**config.mk**
```make
export PLATFORM = sky130hd
export DESIGN_NAME = div_unit_flat
export DESIGN_NICKNAME = d
export VERILOG_FILES = /design/src/rtl/div_unit_if.sv /design/src/rtl/div_unit.sv /design/src/flat_wrapper.sv
export SDC_FILE = /design/constraint.sdc
export NUM_CORES = 1
export LEC_CHECK = 0
export CAP_MARGIN = 20
export CORE_ASPECT_RATIO = 1.5
export CORE_MARGIN = 2
export CORE_UTILIZATION = 35
export DETAILED_ROUTE_END_ITERATION = 7
export SLEW_MARGIN = 20
export SYNTH_ARGS = -nofsm -noshare
export SYNTH_HDL_FRONTEND = slang
export SYNTH_SLANG_ARGS = --single-unit
```
**constraint.sdc**
```tcl
create_clock -name clk -period 6.6 [get_ports clk]
set_input_delay 1.32 -clock clk [delete_from_list [all_inputs] [get_ports clk]]
set_output_delay 1.32 -clock clk [all_outputs]
set_load 0.005 [all_outputs]
```
**src/rtl/div_unit_if.sv**
```systemverilog
// Handshake and operand/result bundle between the EX stage and the multi-cycle divider.
interface div_unit_if #(
   parameter int unsigned WIDTH = 32
);
   logic                 start_i;
   logic                 annul_i;
   logic                 signed_div_i;
   logic [WIDTH-1:0]     opdata1_i;
   logic [WIDTH-1:0]     opdata2_i;
   logic [2*WIDTH-1:0]   result_o;
   logic                 ready_o;
   logic                 stallreq_o;

   modport master (
      output start_i, annul_i, signed_div_i, opdata1_i, opdata2_i,
      input  result_o, ready_o, stallreq_o
   );

   modport slave (
      input  start_i, annul_i, signed_div_i, opdata1_i, opdata2_i,
      output result_o, ready_o, stallreq_o
   );
endinterface

```
**src/rtl/div_unit.sv**
```systemverilog
// Multi-cycle radix-2 restoring divider for DIV/DIVU; returns {remainder, quotient}.
// Optional DIV_EARLY_OUT_EN: finish in one cycle when |dividend| < |divisor|.
module div_unit #(
   parameter int unsigned WIDTH = 32
) (
   input logic        clk,
   input logic        rst,
   div_unit_if.slave  bus
);

   localparam int unsigned CNT_W = $clog2(WIDTH) + 1;

   typedef enum logic [1:0] {IDLE, BYZERO, ON, END} state_e;

   state_e               state_q;
   logic [CNT_W-1:0]     cnt_q;
   logic [WIDTH-1:0]     dvd_q;
   logic [WIDTH-1:0]     dvs_q;
   logic [WIDTH-1:0]     rem_q;
   logic                 neg_quo_q;
   logic                 neg_rem_q;
   logic                 ready_q;
   logic [2*WIDTH-1:0]   result_q;

   logic                 op1_neg;
   logic                 op2_neg;
   logic [WIDTH-1:0]     mag1;
   logic [WIDTH-1:0]     mag2;
   logic [WIDTH:0]       partial;
   logic [WIDTH-1:0]     diff;
   logic                 step_ok;
   logic [WIDTH-1:0]     rem_d;
   logic [WIDTH-1:0]     dvd_d;
   logic [WIDTH-1:0]     quo_fix;
   logic [WIDTH-1:0]     rem_fix;

   // Operand magnitudes for signed division
   always_comb begin
      op1_neg = bus.signed_div_i & bus.opdata1_i[WIDTH-1];
      op2_neg = bus.signed_div_i & bus.opdata2_i[WIDTH-1];
      mag1    = op1_neg ? WIDTH'(WIDTH'(0) - bus.opdata1_i) : bus.opdata1_i;
      mag2    = op2_neg ? WIDTH'(WIDTH'(0) - bus.opdata2_i) : bus.opdata2_i;
   end

   // One restoring step; the extra partial bit keeps divisors above 2^(WIDTH-1) exact
   always_comb begin
      partial = {rem_q, dvd_q[WIDTH-1]};
      step_ok = (partial >= {1'b0, dvs_q});
      diff    = WIDTH'(partial - {1'b0, dvs_q});
      rem_d   = step_ok ? diff : partial[WIDTH-1:0];
      dvd_d   = {dvd_q[WIDTH-2:0], step_ok};
      quo_fix = neg_quo_q ? WIDTH'(WIDTH'(0) - dvd_d) : dvd_d;
      rem_fix = neg_rem_q ? WIDTH'(WIDTH'(0) - rem_d) : rem_d;
   end

   always_ff @(posedge clk or negedge rst) begin
      if (!rst) begin
         state_q   <= IDLE;
         cnt_q     <= '0;
         dvd_q     <= '0;
         dvs_q     <= '0;
         rem_q     <= '0;
         neg_quo_q <= 1'b0;
         neg_rem_q <= 1'b0;
         ready_q   <= 1'b0;
         result_q  <= '0;
      end else begin
         ready_q  <= 1'b0;
         result_q <= '0;
         if (bus.annul_i) begin
            state_q <= IDLE;
         end else begin
            case (state_q)
               IDLE: begin
                  if (bus.start_i) begin
                     if (bus.opdata2_i == '0) begin
                        state_q <= BYZERO;
`ifdef DIV_EARLY_OUT_EN
                     end else if (mag1 < mag2) begin
                        state_q  <= END;
                        ready_q  <= 1'b1;
                        result_q <= {bus.opdata1_i, WIDTH'(0)};
`endif
                     end else begin
                        state_q   <= ON;
                        cnt_q     <= '0;
                        dvd_q     <= mag1;
                        dvs_q     <= mag2;
                        rem_q     <= '0;
                        neg_quo_q <= op1_neg ^ op2_neg;
                        neg_rem_q <= op1_neg;
                     end
                  end
               end
               BYZERO: begin
                  if (!bus.start_i) begin
                     state_q <= IDLE;
                  end else begin
                     state_q <= END;
                     ready_q <= 1'b1;
                  end
               end
               ON: begin
                  if (!bus.start_i) begin
                     state_q <= IDLE;
                  end else begin
                     dvd_q <= dvd_d;
                     rem_q <= rem_d;
                     cnt_q <= cnt_q + CNT_W'(1);
                     if (cnt_q == CNT_W'(WIDTH - 1)) begin
                        state_q  <= END;
                        ready_q  <= 1'b1;
                        result_q <= {rem_fix, quo_fix};
                     end
                  end
               end
               default: state_q <= IDLE;
            endcase
         end
      end
   end

   // Stall drops in the END cycle so the pipeline advances on the next edge
   assign bus.stallreq_o = rst & bus.start_i & ~bus.annul_i & (state_q != END);
   assign bus.ready_o    = ready_q;
   assign bus.result_o   = result_q;

endmodule
```
**src/flat_wrapper.sv**
```systemverilog
// flat-port wrapper written by rule: the top's interface ports become plain ports
module div_unit_flat 
#(
   parameter int unsigned WIDTH = 32
)
  (clk, rst, bus_start_i, bus_annul_i, bus_signed_div_i, bus_opdata1_i, bus_opdata2_i, bus_result_o, bus_ready_o, bus_stallreq_o);
  div_unit_if #(.WIDTH(WIDTH)) bus_i ();
  input logic clk;
  input logic rst;
  input wire logic [$bits(bus_i.start_i)-1:0] bus_start_i;
  input wire logic [$bits(bus_i.annul_i)-1:0] bus_annul_i;
  input wire logic [$bits(bus_i.signed_div_i)-1:0] bus_signed_div_i;
  input wire logic [$bits(bus_i.opdata1_i)-1:0] bus_opdata1_i;
  input wire logic [$bits(bus_i.opdata2_i)-1:0] bus_opdata2_i;
  output wire logic [$bits(bus_i.result_o)-1:0] bus_result_o;
  output wire logic [$bits(bus_i.ready_o)-1:0] bus_ready_o;
  output wire logic [$bits(bus_i.stallreq_o)-1:0] bus_stallreq_o;
  assign bus_i.start_i = bus_start_i;
  assign bus_i.annul_i = bus_annul_i;
  assign bus_i.signed_div_i = bus_signed_div_i;
  assign bus_i.opdata1_i = bus_opdata1_i;
  assign bus_i.opdata2_i = bus_opdata2_i;
  assign bus_result_o = bus_i.result_o;
  assign bus_ready_o = bus_i.ready_o;
  assign bus_stallreq_o = bus_i.stallreq_o;
  div_unit #(.WIDTH(WIDTH)) u_core (.clk(clk), .rst(rst), .bus(bus_i));
endmodule
```
; ---- Word-level counts from Yosys, hierarchy flattened
; Index checks and enable logic that the tools add are counted.
[totals]
reg_bits = 171
latch_bits = 0
mem_bits_rw = 0
mem_bits_ro = 0
inputBits = 69
out_inout_bits = 66
elab_cells = 72
mem_count = 0
[op_classes]
add_sub_neg = 6
multipliers = 0
n_div = 0
magnitude_cmp = 1
n_eq_ne = 9
shift = 0
muxes = 33
bitwise = 8
n_reduce_logical = 6
[op_table]
columns = cell, count
row1 = 32-bit two-way mux, 11
row2 = 64-bit two-way mux, 4
row3 = 32-bit case mux with 2 select lines, 2
row4 = "1-bit by 32-bit subtractor with 32-bit output, first input constant", 4
row5 = 33-bit by 32-bit greater-or-equal comparator with 1-bit output, 1
row6 = 32-bit zero test, 1
row7 = 32-bit subtractor, 1
row8 = 6-bit two-way mux, 3
row9 = 2-bit two-way mux, 6
row10 = 6-bit case mux with 2 select lines, 1
row11 = "2-bit inequality test, second input constant", 4
row12 = "6-bit by 1-bit adder with 6-bit output, second input constant", 1
row13 = "6-bit by 5-bit == test with 1-bit output, second input constant", 1
row14 = 2-bit case mux with 3 select lines, 1
row15 = 1-bit AND, 5
row16 = 5-bit AND reduction, 1
row17 = 1-bit two-way mux, 4
row18 = "4-bit by 3-bit inequality test with 1-bit output, second input constant", 1
row19 = 4-bit AND reduction, 1
row20 = "3-bit inequality test, second input constant", 1
row21 = "2-bit by 1-bit == test with 1-bit output, second input constant", 1
row22 = "2-bit == test, second input constant", 1
row23 = 2-bit zero test, 1
row24 = 1-bit NOT, 2
row25 = other kinds (4), 4

; ---- Longest topological paths before layout
[depth]
depth_word = 8
ltp_mapped = 22
ltp_nobuf = 18

; ---- Worst setup path before layout
; OpenSTA, ideal clock, no wires.
[synth_path]
path_kind = reg-to-reg
from = register u_core.rem_q[5]
to = register u_core.result_q[58], in the netlist u_core.bus.result_o[58]
setup_time_ns = 0.132
arrival_ns = 5.252
required_ns = 6.468
setup_slack_ns = 1.216
stages_incl_launch_ff = 22
path_buffers = 4
period_less_slack_ns = 5.384
cell_sequence = dfrtp_1 > ha_1 > clkbuf_1 > a21oi_1 > o21a_1 > o211ai_1 > o31ai_1 > nand2_1 > inv_1 > clkbuf_1 > clkbuf_1 > clkbuf_1 > mux2i_1 > ha_1 > nand3_1 > a2111oi_0 > nand4_1 > a2111oi_2 > nand3_1 > o31ai_1 > xor2_1 > nor2_1
[synth_via]
elab_chain_cells = 8
word_cells_on_any_way = 9
cone_classes = add/sub (2) / order compare (1) / mux (6)
[synth_rtl]
columns = item, line_no
row1 = start: declaration, div_unit.sv:19  ; logic [WIDTH-1:0] rem_q;
row2 = start signal: assignment, div_unit.sv:108  ; rem_q <= rem_d;
row3 = 32-bit subtractor or 33-bit by 32-bit greater-or-equal comparator with 1-bit output (tied branches), "div_unit.sv:49, div_unit.sv:48"
row4 = 32-bit two-way mux (*), div_unit.sv:50  ; rem_d = step_ok ? diff : partial[WIDTH-1:0];
row5 = 1-bit by 32-bit subtractor with 32-bit output, div_unit.sv:53  ; rem_fix = neg_rem_q ? WIDTH'(WIDTH'(0) - rem_d) : rem_d;
row6 = 32-bit two-way mux (*), div_unit.sv:53
row7 = 64-bit two-way mux (*), div_unit.sv:110  ; if (cnt_q == CNT_W'(WIDTH - 1)) begin
row8 = 64-bit two-way mux (*), div_unit.sv:104  ; if (!bus.start_i) begin
row9 = 64-bit two-way mux (*), div_unit.sv:73  ; case (state_q)
row10 = 64-bit two-way mux (*), div_unit.sv:70  ; if (bus.annul_i) begin
row11 = end signal: assignment, div_unit.sv:113  ; result_q <= {rem_fix, quo_fix};
row12 = end: declaration, div_unit.sv:23  ; logic [2*WIDTH-1:0] result_q;
; Mark *: on every way between the ends. The rest lies on a longest branch, timed or not.
; A chain may end at the register's enable or synchronous reset.

; ---- Final worst setup path
[layout_path]
from = register u_core.rem_q[22]
to = register u_core.result_q[58], in the netlist u_core.bus.result_o[58]
; The elaborated chain is that of the path after synthesis.

==> summary.md <==
| Metric | Value |
|---|---|
| GRT overflow | 0 |
| CTS Buffer Depth | 2 |
| Worst vdd ir | 0.168 mV |
| Setup ws final | 1160 ps |
| Unrepaired setup endpoints after global routing | no |
| Reg2reg end | u_core.bus.result_o[58] |
| Ys async rst share | 1.00 |
| FF-to-FF setup slack | 1160 ps |
| H-tree lvl count | 4 |
| Clock Skew | 10.6 ps |
| Prevailing post-synth register cell | dfrtp_1 |
| Avg Cell Area, Syn | 8.05 sq um |
| Post-synth cell types | 69 |
| Antenna Nets Post-Route | 0 |
| Cell taking the most area after synthesis | dfrtp_1 |
| FF-to-FF path depth | 17 |
| Final #Nets | 1677 |
| Relative slew margins | 0.322 |
| Flop pwr share | 0.307 |
| Largest net degree at the start of global routing | 93 |
| TritonCTS buffer count | 17 |
| Hold path depth | 2 |
| Vias | 11000 |
| Starting Density | 0.356 |
| Pre-CTS setup slack | 754 ps |
| Total net switching power | 1.97 mW |
| Core ar. | 0.0334 sq mm |
| # DRC | 0 |
| Hold worst-path end | u_core.dvs_q[29] |
| Tightest Pin Transition | 1020 ps |
| Sequential area share after synthesis | 0.359 |
| # Max-Cap Violations | 0 |
| TritonCTS clock tree | built |
| Clock share of power | 0.249 |
| Drt pass-1 iters | 5 |
| Crit path launch type | register |
| Port Buf Inserts | 134 |
| Seq cells post-synth | 171 |
| Number of synthesized flops with an enable pin | 0 |
| Syn. warnings | 0 |
| Min-delay src | u_core.dvs_q[29] |
| Final wirelength | 36500 um |
| Leak | 6.04 nW |
| Total GRT Usage | 0.204 |
| Die ar. | 0.0356 sq mm |
| Post-CTS setup buffer count | 0 |
| Die width | 155 um |
| Number of global-route vias before repair | 10800 |
| Critical Path AT | 5750 ps |
| Post-synthesis instance area | 0.0119 sq mm |
| Row Count | 82 |
| Initial antenna violation count | 0 |
| PwrDens | 329 mW/mm^2 |
| Mapped Cells | 1480 |
| Top cell type's share of synthesized area | 0.359 |
| Synth top area cells | dfrtp_1 (36%), nor2_1 (5.7%), nand2_1 (5.7%), a21oi_1 (5.6%), xor2_1 (5.1%) |
| Setup total negative slack | 0 ps |
| First-pass GRT wire length | 56700 um |
| Required @ worst endpoint | 6910 ps |
| Critical Path Max Stage Delay | 670 ps |
| Worst-path clk slew | 70 ps |
| HP Class | register to register |
| Max Slew Vio Count | 0 |
| Status | finished, final reports clean |
| Total Power | 4.69 mW |
| Proportion of power drawn by combinational gates | 0.444 |
| Layout area overhead | 19.8% |
| Cts hold-fix bufs | 0 |
| # resized after CTS | 0 |
| IO Pins | 135 |
| Worst Path Class, Setup | register to register |
| Number of antenna diodes | 0 |
| Filler cell count | 3388 |
| Layout cells sized above 1 | 0.0418 |
| Final period utilization | 0.824 |
| Fmax | 184 MHz |
| Die H | 230 um |
| Clock Latency Late Sink | 460 ps |
| Placer congestion estimate | 0.909 |
| DR vias/cell | 5.50 |
| Worst path slowest cell | o21ai_0 |
| Final Hold Viols | 0 |
| Min cycle time layout | 5440 ps |
| Setup crit end kind | register |
| CP Max Fanout | 7 |
| Switch share | 0.421 |
| Drt wl/cell | 18.3 um |
| Setup violators final | 0 |
| R2R Path Start | u_core.rem_q[22] |
| Post-DP HPWL | 28000 um |
| Post-Syn Nets | 1591 |
| 1st-iter DRT viols | 641 |
| Sink Count | 171 |
| CP Cell Sequence | ha_1, nand2_1, o21ai_0, a21oi_1, o211a_1, nand2_1, inv_1, mux2i_1, ha_1, nand3_1, a2111oi_0, nand4_1, a2111oi_2, nand3_1, o31ai_1, xor2_1, nor2_1 |
| Power Internal | 2.72 mW |
| Root Driver | clkbuf_16 |
==> cells in the final DEF (no fill, tap or decap), types with 12 or more instances in the layout <==
cell type	n
a211oi_1	13
a21o_1	12
a21oi_1	133
buf_4	14
clkbuf_16	17
clkdlybuf4s50_1	133
dfrtp_1	171
ha_1	40
inv_1	61
mux2i_1	21
nand2_1	180
nand3_1	37
nand4_1	15
nor2_1	182
nor3_1	34
nor4_1	16
o21ai_0	86
o21ai_1	19
o31ai_1	52
o41ai_1	13
or3_1	17
or4_1	18
xnor2_1	65
xor2_1	70
==> worst max path at each step <==
stage,slack (ps),end,cells after the start,from
6_report,1160,u_core.bus.result_o[58],17,u_core.rem_q[22]
5_1_grt,600,u_core.bus.result_o[60],17,u_core.rem_q[22]
4_1_cts,1210,u_core.dvs_q[26],11,bus_opdata2_i[8]
3_5_place_dp,750,u_core.dvs_q[26],11,bus_opdata2_i[8]
3_3_place_gp,840,u_core.dvs_q[31],11,bus_opdata2_i[8]
2_1_floorplan,1220,u_core.bus.result_o[58],21,u_core.rem_q[5]
==> worst max-delay path: cells and delay by family, from the launching register on <==
family	cells	cell delay (ps)
flip-flops	1	460
adder cells (fa/ha/maj)	2	690
AND/OR/NAND/NOR	6	1080
multiplexers	1	260
AO/OA/AOI/OAI	6	2510
XOR/XNOR	1	200
buffers and inverters	1	90
==> power groups by stage <==
| stage | sequential (mW) | combinational [mW] | clock [mW] |
|---|---|---|---|
| final | 1.44 | 2.08 | 1.17 |
| after global routing | 1.47 | 2.31 | 1.23 |
| after CTS | 1.44 | 2.09 | 1.20 |
| after detailed placement | 1.46 | 2.08 | 0 |
| after global placement | 1.45 | 2.06 | 0 |
| after floorplan | 1.40 | 1.51 | 0 |
==> kinds of logic (layout without fill, tap and decap cells) <==
| kind of cell | Yosys count | in the layout | share of synthesized area |
|---|---|---|---|
| AO/OA/AOI/OAI | 408 | 408 | 0.214 |
| XOR/XNOR | 135 | 135 | 0.0992 |
| adder cells (fa/ha/maj) | 42 | 42 | 0.0447 |
| buffers and inverters | 143 | 241 | 0.0470 |
| flip-flops | 171 | 171 | 0.359 |
| multiplexers | 24 | 24 | 0.0205 |
| AND/OR/NAND/NOR | 557 | 557 | 0.215 |
==> state kept, by name, summed over array words and instances (netlist names) <==
signal / flops
u_core.bus.result_o: 64
u_core.dvd_q: 32
u_core.dvs_q: 32
u_core.rem_q: 32
u_core.cnt_q: 6
u_core.state_q: 2
u_core.bus.ready_o: 1
u_core.neg_quo_q: 1
u_core.neg_rem_q: 1
==> per-stage QoR <==
step	utilization	hold slack [ps]	cells	instance area, sq um
global placement	0.406	469	1967	13600
floorplan	-	450	1480	11900
CTS	0.427	494	1998	14300
global route	0.427	525	1998	14300
finish	0.427	491	1998	14300
detailed placement	0.406	478	1967	13600
==> cells in the mapped netlist, drive strengths merged (35+ instances only) <==
cell type  number
o21ai         106
o31ai          52
clkbuf         61
ha             41
dfrtp         171
nand2         180
xor2           70
nor3           35
xnor2          65
inv            61
nand3          39
nor2          182
a21oi         133
==> area by class of cell <==
type,count,area [sq um],share of cell area
clock buffer,21,470,0.0330
sequential,171,4280,0.300
multi-input combinational,1166,7090,0.497
inverter,61,229,0.0160
tap,420,526,0.0368
clock inverter,10,211,0.0148
timing repair buffer,149,1470,0.103
==> routing by layer <==
| layer | vias up | wire [um] | track usage |
|---|---|---|---|
| met5 | - | 0 | 0 |
| met4 | 0 | 2660 | 0.147 |
| met3 | 110 | 875 | 0.0254 |
| met2 | 240 | 19700 | 0.384 |
| met1 | 5239 | 13300 | 0.204 |
| li1 | 5406 | - | - |
(Power assumes the default switching activity.)
